[src/rtl/rc4_xor_stream.sv]
// RC4 keystream consumer: buffers keystream bytes in a small FIFO and XORs each
// with one data byte per message of programmable length, on a registered output.
module rc4_xor_stream #(
    parameter int FIFO_DEPTH = 8,
    parameter int LEN_W      = 16
) (
    input  logic                          clk,
    input  logic                          rst_n,
    input  logic                          start,
    input  logic [LEN_W-1:0]              msg_len,
    input  logic                          clear,
    input  logic                          ks_valid,
    input  logic [7:0]                    ks_data,
    output logic                          ks_ready,
    input  logic                          din_valid,
    input  logic [7:0]                    din_data,
    output logic                          din_ready,
    output logic                          dout_valid,
    output logic [7:0]                    dout_data,
    output logic                          dout_last,
    input  logic                          dout_ready,
    output logic                          busy,
    output logic                          done,
    output logic                          ks_overflow,
    output logic [$clog2(FIFO_DEPTH):0]   ks_level
);

    localparam int AW = $clog2(FIFO_DEPTH);

    typedef enum logic [1:0] {S_IDLE, S_RUN, S_DONE} state_t;

    state_t           r_state;
    logic [7:0]       r_mem [FIFO_DEPTH];
    logic [AW-1:0]    r_wptr;
    logic [AW-1:0]    r_rptr;
    logic [AW:0]      r_level;
    logic             r_overflow;
    logic             r_last_issued;
    logic [LEN_W-1:0] r_len;
    logic [LEN_W-1:0] r_count;
    logic             r_dout_valid;
    logic [7:0]       r_dout_data;
    logic             r_dout_last;

    logic             w_ks_ready;
    logic             w_push;
    logic             w_pop;
    logic             w_start_ok;

    // ks_ready looks only at the registered level, so a full FIFO refuses a push
    // even when a pop happens in the same cycle.
    assign w_ks_ready = (r_level != (AW+1)'(FIFO_DEPTH));
    assign w_push     = ks_valid & w_ks_ready & ~clear;
    assign din_ready  = (r_state == S_RUN) & (r_level != '0) &
                        (~r_dout_valid | dout_ready) & ~r_last_issued;
    assign w_pop      = din_valid & din_ready;
    assign w_start_ok = start & (r_state != S_RUN);

    assign ks_ready    = w_ks_ready;
    assign ks_level    = r_level;
    assign ks_overflow = r_overflow;
    assign dout_valid  = r_dout_valid;
    assign dout_data   = r_dout_data;
    assign dout_last   = r_dout_last;
    assign busy        = (r_state == S_RUN);
    assign done        = (r_state == S_DONE);

    always_ff @(posedge clk) begin
        if (w_push)
            r_mem[r_wptr] <= ks_data;
    end

    always_ff @(posedge clk or negedge rst_n) begin
        if (!rst_n) begin
            r_wptr     <= '0;
            r_rptr     <= '0;
            r_level    <= '0;
            r_overflow <= 1'b0;
        end else if (clear) begin
            r_wptr     <= '0;
            r_rptr     <= '0;
            r_level    <= '0;
            r_overflow <= 1'b0;
        end else begin
            if (w_push)
                r_wptr <= r_wptr + AW'(1);
            if (w_pop)
                r_rptr <= r_rptr + AW'(1);
            if (w_push && !w_pop)
                r_level <= r_level + (AW+1)'(1);
            else if (!w_push && w_pop)
                r_level <= r_level - (AW+1)'(1);
            if (ks_valid && !w_ks_ready)
                r_overflow <= 1'b1;
        end
    end

    always_ff @(posedge clk or negedge rst_n) begin
        if (!rst_n) begin
            r_state       <= S_IDLE;
            r_len         <= '0;
            r_count       <= '0;
            r_last_issued <= 1'b0;
            r_dout_valid  <= 1'b0;
            r_dout_data   <= '0;
            r_dout_last   <= 1'b0;
        end else begin
            if (w_pop) begin
                r_dout_valid <= 1'b1;
                r_dout_data  <= din_data ^ r_mem[r_rptr];
                r_dout_last  <= (r_count == r_len - LEN_W'(1));
                r_count      <= r_count + LEN_W'(1);
                if (r_count == r_len - LEN_W'(1))
                    r_last_issued <= 1'b1;
            end else if (dout_ready) begin
                r_dout_valid <= 1'b0;
            end

            case (r_state)
                S_RUN: begin
                    if (r_dout_valid && dout_ready && r_dout_last)
                        r_state <= S_DONE;
                end
                default: begin
                    if (w_start_ok) begin
                        r_len         <= msg_len;
                        r_count       <= '0;
                        r_last_issued <= 1'b0;
                        r_state       <= (msg_len != '0) ? S_RUN : S_DONE;
                    end
                end
            endcase
        end
    end

endmodule
[config.mk]
export PLATFORM = sky130hd
export DESIGN_NAME = rc4_xor_stream
export DESIGN_NICKNAME = d
export VERILOG_FILES = /design/src/rtl/rc4_xor_stream.sv
export SDC_FILE = /design/constraint.sdc
export NUM_CORES = 1
export LEC_CHECK = 0
export CORE_MARGIN = 10
export CORE_UTILIZATION = 30
export DETAILED_ROUTE_END_ITERATION = 10
export GPL_ROUTABILITY_DRIVEN = 0
export GPL_TIMING_DRIVEN = 0
export PLACE_DENSITY_LB_ADDON = 0.1
export SLEW_MARGIN = 20
export SYNTH_ARGS = -nofsm -noshare
export SYNTH_HDL_FRONTEND = slang
export SYNTH_SLANG_ARGS = --single-unit
[constraint.sdc]
create_clock -name clk -period 3.2 [get_ports clk]
set_input_delay 0.64 -clock clk [delete_from_list [all_inputs] [get_ports clk]]
set_output_delay 0.64 -clock clk [all_outputs]
set_load 0.02 [all_outputs]
==> results of run 1 <==
==> sequential cells by signal, indices dropped and copies added (netlist names) <==
| register | count |
|---|---|
| dout_data | 8 |
| dout_last | 1 |
| dout_valid | 1 |
| ks_level | 4 |
| ks_overflow | 1 |
| r_count | 16 |
| r_last_issued | 1 |
| r_len | 16 |
| r_mem | 64 |
| r_rptr | 3 |
| r_state | 2 |
| r_wptr | 3 |
==> power by group through the flow <==
stage          combinational [W]  sequential, W  clock, W
2_1_floorplan           0.000665        0.00199         0
3_3_place_gp             0.00118        0.00192         0
3_5_place_dp             0.00119        0.00193         0
4_1_cts                  0.00120        0.00190   0.00199
5_1_grt                  0.00130        0.00192   0.00207
6_report                 0.00116        0.00189   0.00194
==> metrics by stage <==
| stage | instance area, um2 | power, W | util (%) |
|---|---|---|---|
| floorplan | 5520 | 0.00266 | - |
| global placement | 6380 | 0.00310 | 35.4 |
| detailed placement | 6430 | 0.00312 | 35.7 |
| CTS | 7030 | 0.00508 | 39.0 |
| global route | 7030 | 0.00529 | 39.0 |
| finish | 7030 | 0.00500 | 39.0 |
==> worst reg2reg max path, delay by kind of cell, from the launching register on <==
kind,cells,cell delay [ns]
AOI/OAI and AO/OA,3,0.46
xor gates and xnor gates,1,0.13
adders and majority gates,1,0.30
DFF,1,0.44
and+or+nand+nor,6,1.46
==> routing by layer <==
| metal | wire (um) | vias up |
|---|---|---|
| met4 | 55 | 0 |
| met2 | 6240 | 53 |
| met3 | 530 | 2 |
| li1 | - | 1755 |
| met1 | 6860 | 1826 |
| met5 | 0 | - |
==> cell type report <==
class / instances / area share, %
sequential: 120 / 47.2
multi-input combinational: 295 / 29.7
timing repair buffer: 60 / 8.68
clock buffer: 18 / 6.24
tap: 229 / 4.07
clock inverter: 14 / 2.33
buffer: 15 / 1.05
inverter: 12 / 0.640
antenna: 1 / 0.0356
==> how the worst max path moves through the flow <==
stage	to	slack (ns)	depth (start not counted)	startpoint
2_1_floorplan	ks_level[3]	0.26	12	ks_level[1]
3_3_place_gp	dout_data[5]	-0.60	1	rst_n
3_5_place_dp	ks_level[3]	-0.57	13	dout_ready
4_1_cts	ks_level[3]	0.23	11	ks_level[1]
5_1_grt	ks_level[3]	0.005	11	ks_level[0]
6_report	ks_level[3]	0.27	11	ks_level[1]
==> cells by family (layout without fill, tap and decap cells) <==
kind of cell	count (synthesis)	count (layout)	synth area share [%]
AO/OA/AOI/OAI	36	36	3.87
XOR/XNOR	49	49	7.91
adder cells (fa/ha/maj)	7	7	1.72
buffers and inverters	28	119	2.22
flip-flops	120	120	60.2
multiplexers	29	29	8.88
other	0	1	0
AND/OR/NAND/NOR	174	174	15.2
==> Yosys cell counts (3+ instances only) <==
master	n
nand2_1	72
edfxtp_1	64
dfrtp_1	56
nor2_1	35
xnor2_1	25
xor2_1	23
o21ai_0	17
mux4_2	16
mux2i_1	13
inv_1	12
nand4_1	12
nor4_1	11
clkbuf_1	10
a21oi_1	8
nand3_1	8
nor3_1	7
ha_1	6
nand2b_1	6
nor2b_1	4
or3_1	4
and3_1	3
==> impl_metrics.prom, run 1 <==
# TYPE chip_impl_metric gauge
chip_impl_metric{name="pwr-share-clk",unit="%"} 38.8
chip_impl_metric{name="cpPeakStageDelay",unit="ns"} 0.58
chip_impl_metric{name="clock-sinks",unit=""} 120
chip_impl_metric{name="via_count",unit=""} 3636
chip_impl_metric{name="port-buffer-count",unit=""} 57
chip_impl_metric{name="vias_in_the_first_global_route",unit=""} 3935
chip_impl_metric{name="r2r_setup_slack",unit="ns"} 0.27
chip_impl_metric{name="cellPowerDensity",unit="nW/um2"} 711
chip_impl_metric{name="post_route_cells_drive_above_1_share",unit="%"} 12.2
chip_impl_metric{name="synth-edff-count",unit=""} 64
chip_impl_metric{name="placedCellCount",unit=""} 732
chip_impl_metric{name="setup_viol_count_final",unit=""} 0
chip_impl_info{name="reg2reg_to",value="ks_level[3]"} 1
chip_impl_metric{name="setup_slack",unit="ns"} 0.268
chip_impl_metric{name="dp_hpwl",unit="mm"} 9.77
chip_impl_info{name="layout.cells.most_common_list",value="nand2_1, edfxtp_1, dfrtp_1, clkdlybuf4s50_1, nor2_1"} 1
chip_impl_metric{name="coreArea",unit="um2"} 18000
chip_impl_metric{name="internal_power",unit="W"} 0.00353
chip_impl_metric{name="fmax",unit="MHz"} 341
chip_impl_metric{name="timing_worst_slew_pin_value",unit="ns"} 1.08
chip_impl_metric{name="power_frac_seq",unit="%"} 37.9
chip_impl_metric{name="post_synth_top_area_share",unit="%"} 34.8
chip_impl_metric{name="numCtsBuffers",unit=""} 17
chip_impl_metric{name="global_route.usage.met1",unit="%"} 16.0
chip_impl_metric{name="report.final.hold_viol_count",unit=""} 0
chip_impl_metric{name="synth_area",unit="um2"} 5520
chip_impl_metric{name="net-switching-power",unit="W"} 0.00147
chip_impl_metric{name="die_h",unit="um"} 156
chip_impl_metric{name="worstPathArrival",unit="ns"} 3.21
chip_impl_metric{name="cts.htree.levels",unit=""} 4
chip_impl_info{name="synth_top_area_cell",value="edfxtp_1"} 1
chip_impl_metric{name="dp_worst_setup_slack",unit="ns"} -0.575
chip_impl_metric{name="synth.net_count",unit=""} 489
chip_impl_metric{name="post_synth_inst_count",unit=""} 443
chip_impl_info{name="rsz0062_at_grt",value="false"} 1
chip_impl_metric{name="initial_antenna_violation_count",unit=""} 0
chip_impl_metric{name="route.detailed.vias_per_inst",unit=""} 4.76
chip_impl_metric{name="routed_wire_length",unit="mm"} 13.7
chip_impl_metric{name="synth_seq_cells",unit=""} 120
chip_impl_metric{name="worstPathRequired",unit="ns"} 3.48
chip_impl_info{name="root_buffer",value="clkbuf_16"} 1
chip_impl_metric{name="final_antenna_net_count",unit=""} 0
chip_impl_metric{name="synthesis.yosys.warnings",unit=""} 0
chip_impl_metric{name="wl_per_cell",unit="um"} 17.9
chip_impl_metric{name="num_io_pins",unit=""} 58
chip_impl_info{name="path_delay_family",value="simple AND/OR/NAND/NOR gates"} 1
chip_impl_metric{name="grt_util_met3",unit="%"} 4.19
chip_impl_metric{name="synth.lib_cells_used.distinct",unit=""} 44
chip_impl_metric{name="synth.yosys.seq_area_share",unit="%"} 60.2
chip_impl_metric{name="finalNetCount",unit=""} 567
chip_impl_metric{name="cts_hold_buffers",unit=""} 0
chip_impl_info{name="worstHoldPathType",value="input port to asynchronous set/reset pin"} 1
chip_impl_metric{name="final.setup.tns",unit="ns"} 0
chip_impl_metric{name="dieArea",unit="um2"} 24200
chip_impl_info{name="worstSetupPathType",value="register to register"} 1
chip_impl_metric{name="nFillCells",unit=""} 1756
chip_impl_metric{name="rr_worst_depth",unit=""} 11
chip_impl_info{name="layout.cells.most_common",value="nand2_1"} 1
chip_impl_metric{name="syn_area_per_cell",unit="um2"} 12.5
chip_impl_metric{name="overflow",unit=""} 0
chip_impl_metric{name="final_cell_count_without_fillers",unit=""} 764
chip_impl_metric{name="multiInputGateArea",unit="um2"} 2090
chip_impl_metric{name="drc",unit=""} 0
chip_impl_metric{name="clk-insertion-delay-late",unit="ns"} 0.41
chip_impl_metric{name="postSynth.asyncResetShare",unit="%"} 46.7
chip_impl_metric{name="drv.max_cap_violation_count",unit=""} 0
chip_impl_metric{name="drt_iter0_markers",unit=""} 166
chip_impl_metric{name="switching_share",unit="%"} 29.3
chip_impl_metric{name="syn_to_final_growth",unit="%"} 27.4
chip_impl_info{name="critical_path.slowest_cell",value="or4_1"} 1
chip_impl_metric{name="fp.dieW",unit="um"} 156
chip_impl_info{name="worstPathCellList",value="or4_1 > and4b_1 > nand2_2 > nand2_1 > ha_1 > a21o_1 > a21oi_1 > nand3_1 > o31a_1 > xor2_1 > nor2_1"} 1
chip_impl_metric{name="clkTransAtPathRegs",unit="ns"} 0.06
chip_impl_metric{name="met2_usage",unit="%"} 18.1
chip_impl_metric{name="cell_row_count",unit=""} 49
chip_impl_metric{name="hold-worst-slack",unit="ns"} 0.0435
chip_impl_metric{name="cells_resized_by_post_cts_repair",unit=""} 1
chip_impl_metric{name="maxSlewViolCount",unit=""} 0
chip_impl_info{name="critical_path.endpoint_type",value="register"} 1
chip_impl_metric{name="worst_ir_drop_vdd",unit="mV"} 0.372
chip_impl_metric{name="clock_tree.buffer_depth",unit=""} 2
chip_impl_info{name="yosys_most_used_dff",value="edfxtp_1"} 1
chip_impl_metric{name="cp_num_buf_inv",unit=""} 0
chip_impl_metric{name="groute.usage.overall",unit="%"} 12.1
chip_impl_info{name="synth.area.top_cells",value="edfxtp_1, dfrtp_1, mux4_2"} 1
chip_impl_metric{name="fin_skew",unit="ns"} 0.0170
chip_impl_info{name="run_status",value="finished, final reports clean"} 1
chip_impl_metric{name="floorplan.initialDensity",unit="%"} 30.6
chip_impl_info{name="clock_tree_from_tritoncts",value="yes"} 1
chip_impl_metric{name="worst_slew_margin",unit="%"} 27.7
chip_impl_info{name="busiest_layer_in_global_routing",value="met2"} 1
chip_impl_metric{name="worst-path-max-fanout",unit=""} 13
chip_impl_metric{name="leakagePower",unit="nW"} 2.68
chip_impl_metric{name="period_share",unit="%"} 91.6
chip_impl_metric{name="power_frac_comb",unit="%"} 23.3
chip_impl_info{name="rr_startpoint",value="ks_level[1]"} 1
chip_impl_metric{name="fin_crit",unit="ns"} 2.93
chip_impl_metric{name="grt_first_pass_wirelength",unit="mm"} 22.4
chip_impl_info{name="crit_path_start_kind",value="register"} 1
chip_impl_metric{name="grt_start_max_net_pins",unit=""} 52
chip_impl_metric{name="cts.repair_timing.setup_buffer_count",unit=""} 0
chip_impl_metric{name="drt-pass1-iter-count",unit=""} 4
chip_impl_metric{name="layout.area.seq",unit="um2"} 3320
No activity file was read; power rests on OpenSTA's default activity.
==> run 2: changes to the inputs <==
- CORE_ASPECT_RATIO: default -> 1.25
- CTS_CLUSTER_SIZE: default -> 28
==> run 2 against run 1 <==
Sequential cell count did not move. Combinational power about the same. Sequential share of layout area is 0.36 points higher. Sequential power about the same. Utilization decreased by 0.45 points. Register-to-register slack is essentially flat. Clock-buffer cell count is 1 higher. Cell count shrank 0.26%. Maximum frequency down 0.43%. Critical endpoint unchanged.
==> impl_metrics.prom, run 2 (synthesized netlist as in run 1, its figures left out) <==
# TYPE chip_impl_metric gauge
chip_impl_info{name="run_status",value="finished, final reports clean"} 1
chip_impl_info{name="rsz0062_at_grt",value="false"} 1
chip_impl_info{name="crit_path_start_kind",value="register"} 1
chip_impl_metric{name="cts_hold_buffers",unit=""} 0
chip_impl_metric{name="clock-sinks",unit=""} 120
chip_impl_info{name="root_buffer",value="clkbuf_16"} 1
chip_impl_metric{name="drt-met1-wl",unit="mm"} 5.78
chip_impl_metric{name="rr_worst_depth",unit=""} 11
chip_impl_metric{name="post_route_cells_drive_above_1_share",unit="%"} 11.8
chip_impl_metric{name="largest_reg_flops",unit=""} 64
chip_impl_metric{name="fmax",unit="MHz"} 340
chip_impl_metric{name="report.final.hold_viol_count",unit=""} 0
chip_impl_metric{name="cellPowerDensity",unit="nW/um2"} 697
chip_impl_info{name="clock_tree_from_tritoncts",value="yes"} 1
chip_impl_metric{name="dp_hpwl",unit="mm"} 10.1
chip_impl_info{name="rr_startpoint",value="ks_level[1]"} 1
chip_impl_info{name="max_flop_register",value="r_mem"} 1
chip_impl_info{name="route.top_layer_used",value="met4"} 1
chip_impl_metric{name="setup_slack",unit="ns"} 0.255
chip_impl_metric{name="worst_slew_margin",unit="%"} 30.8
chip_impl_metric{name="finalNetCount",unit=""} 567
chip_impl_metric{name="drv.max_cap_violation_count",unit=""} 0
chip_impl_info{name="worstSetupPathType",value="register to register"} 1
chip_impl_metric{name="dp_worst_setup_slack",unit="ns"} -0.441
chip_impl_metric{name="r2r_setup_slack",unit="ns"} 0.25
chip_impl_metric{name="initial_antenna_violation_count",unit=""} 0
chip_impl_metric{name="floorplan.initialDensity",unit="%"} 30.5
chip_impl_metric{name="worstPathArrival",unit="ns"} 3.23
chip_impl_metric{name="period_share",unit="%"} 92.0
chip_impl_metric{name="syn_to_final_growth",unit="%"} 26.4
chip_impl_info{name="worstHoldPathType",value="input port to asynchronous set/reset pin"} 1
chip_impl_metric{name="final.setup.tns",unit="ns"} 0
chip_impl_metric{name="fp.dieW",unit="um"} 141
chip_impl_metric{name="groute.usage.overall",unit="%"} 12.2
chip_impl_metric{name="numCtsBuffers",unit=""} 17
chip_impl_metric{name="worst-path-max-fanout",unit=""} 13
chip_impl_metric{name="via_count",unit=""} 3643
chip_impl_info{name="layout.cells.most_common_list",value="nand2_1, edfxtp_1, dfrtp_1, clkdlybuf4s50_1, nor2_1"} 1
chip_impl_metric{name="fin_crit",unit="ns"} 2.95
chip_impl_metric{name="drt_iter0_markers",unit=""} 166
chip_impl_metric{name="wl_per_cell",unit="um"} 18.3
chip_impl_metric{name="leakagePower",unit="nW"} 2.65
chip_impl_info{name="worstPathCellList",value="or4_1 > and4b_1 > nand2_2 > nand2_1 > ha_1 > a21o_1 > a21oi_1 > nand3_1 > o31a_1 > xor2_1 > nor2_1"} 1
chip_impl_metric{name="coreArea",unit="um2"} 18100
chip_impl_metric{name="clkTransAtPathRegs",unit="ns"} 0.06
chip_impl_info{name="reg2reg_to",value="ks_level[3]"} 1
chip_impl_metric{name="postLayoutCellArea",unit="um2"} 6980
chip_impl_metric{name="antennaDiodeCount",unit=""} 0
chip_impl_metric{name="cell_row_count",unit=""} 55
chip_impl_info{name="layout.cells.most_common",value="nand2_1"} 1
chip_impl_metric{name="drt-pass1-iter-count",unit=""} 4
chip_impl_info{name="top_regs",value="r_mem (64), r_count (16), r_len (16)"} 1
chip_impl_metric{name="drc",unit=""} 0
chip_impl_metric{name="vias_in_the_first_global_route",unit=""} 3849
chip_impl_metric{name="routed_wire_length",unit="mm"} 14.0
chip_impl_info{name="critical_path.endpoint_type",value="register"} 1
chip_impl_metric{name="final_antenna_net_count",unit=""} 0
chip_impl_metric{name="overflow",unit=""} 0
chip_impl_metric{name="cts.htree.levels",unit=""} 4
chip_impl_metric{name="setup_viol_count_final",unit=""} 0
chip_impl_metric{name="maxSlewViolCount",unit=""} 0
chip_impl_metric{name="clk-insertion-delay-late",unit="ns"} 0.41
chip_impl_metric{name="met2_wirelength",unit="mm"} 7.37
chip_impl_info{name="critical_path.slowest_cell",value="or4_1"} 1
chip_impl_metric{name="grt_start_max_net_pins",unit=""} 48
chip_impl_metric{name="worst_ir_drop_vdd",unit="mV"} 0.359
chip_impl_metric{name="post_dp_cell_area",unit="um2"} 6430
chip_impl_metric{name="timing_worst_slew_pin_value",unit="ns"} 1.03
chip_impl_metric{name="grt_first_pass_wirelength",unit="mm"} 22.5
chip_impl_metric{name="clock_tree.buffer_depth",unit=""} 2
chip_impl_metric{name="cpPeakStageDelay",unit="ns"} 0.62
chip_impl_metric{name="die_h",unit="um"} 172
chip_impl_metric{name="routed-wl-met3",unit="um"} 566
chip_impl_metric{name="cts.repair_timing.setup_buffer_count",unit=""} 0
chip_impl_metric{name="route.detailed.vias_per_inst",unit=""} 4.78
chip_impl_metric{name="fin_skew",unit="ns"} 0.00904
chip_impl_metric{name="dieArea",unit="um2"} 24300
chip_impl_metric{name="worstPathRequired",unit="ns"} 3.48
chip_impl_metric{name="post-route-util",unit="%"} 38.6
chip_impl_metric{name="port-buffer-count",unit=""} 57
chip_impl_metric{name="num_io_pins",unit=""} 58
==> run 2: repair_timing <==
item,4_1_cts,5_1_grt
resized for setup,1,0
setup endpoints to repair,1,0
endpoints found under the hold margin,0,0
==> run 2: layout make-up <==
type	count	area [um2]
Clock inverter	13	121
Clock buffer	19	433
Tap cell	228	285
Fill cell	1767	11100
Inverter	12	45.0
Timing Repair Buffer	60	611
Buffer	15	73.8
Sequential cell	120	3320
Multi-Input combinational cell	295	2090
==> run 2: critical path: cells and delay by family, from the launching register on <==
family,cells,cell delay (ns)
and+or+nand+nor,6,1.44
AOI/OAI and AO/OA,3,0.48
DFF,1,0.44
adders and majority gates,1,0.30
xor gates and xnor gates,1,0.15
==> run 2: per-stage QoR <==
| step | hold WS [ns] | cells | power (W) |
|---|---|---|---|
| floorplan | 0.344 | 443 | 0.00266 |
| global placement | 0.466 | 728 | 0.00311 |
| detailed placement | 0.473 | 731 | 0.00315 |
| CTS | 0.0476 | 762 | 0.00497 |
| global route | 0.0524 | 762 | 0.00516 |
| finish | 0.0650 | 762 | 0.00487 |
==> run 2: worst max path at each step <==
stage | startpoint | end | slack, ns | depth (start not counted)
floorplan | ks_level[1] | ks_level[3] | 0.26 | 12
global placement | rst_n | dout_data[5] | -0.59 | 1
detailed placement | dout_ready | ks_level[3] | -0.44 | 13
CTS | ks_level[1] | ks_level[3] | 0.18 | 11
global route | ks_level[1] | ks_level[3] | 0.03 | 11
finish | ks_level[1] | ks_level[3] | 0.25 | 11
==> run 2: power by group <==
| part | switching [W] | total (W) | internal [W] | leakage [nW] |
|---|---|---|---|---|
| registers | 0.000133 | 0.00191 | 0.00178 | 1.31 |
| clock network | 0.000716 | 0.00179 | 0.00107 | 0.257 |
| logic | 0.000601 | 0.00117 | 0.000570 | 1.09 |
==> run 2: per-layer routing <==
metal,GRT usage (%),up-vias
met3,3.42,17
met2,21.1,72
met1,14.1,1809
li1,-,1745
met4,4.72,0
met5,0,-
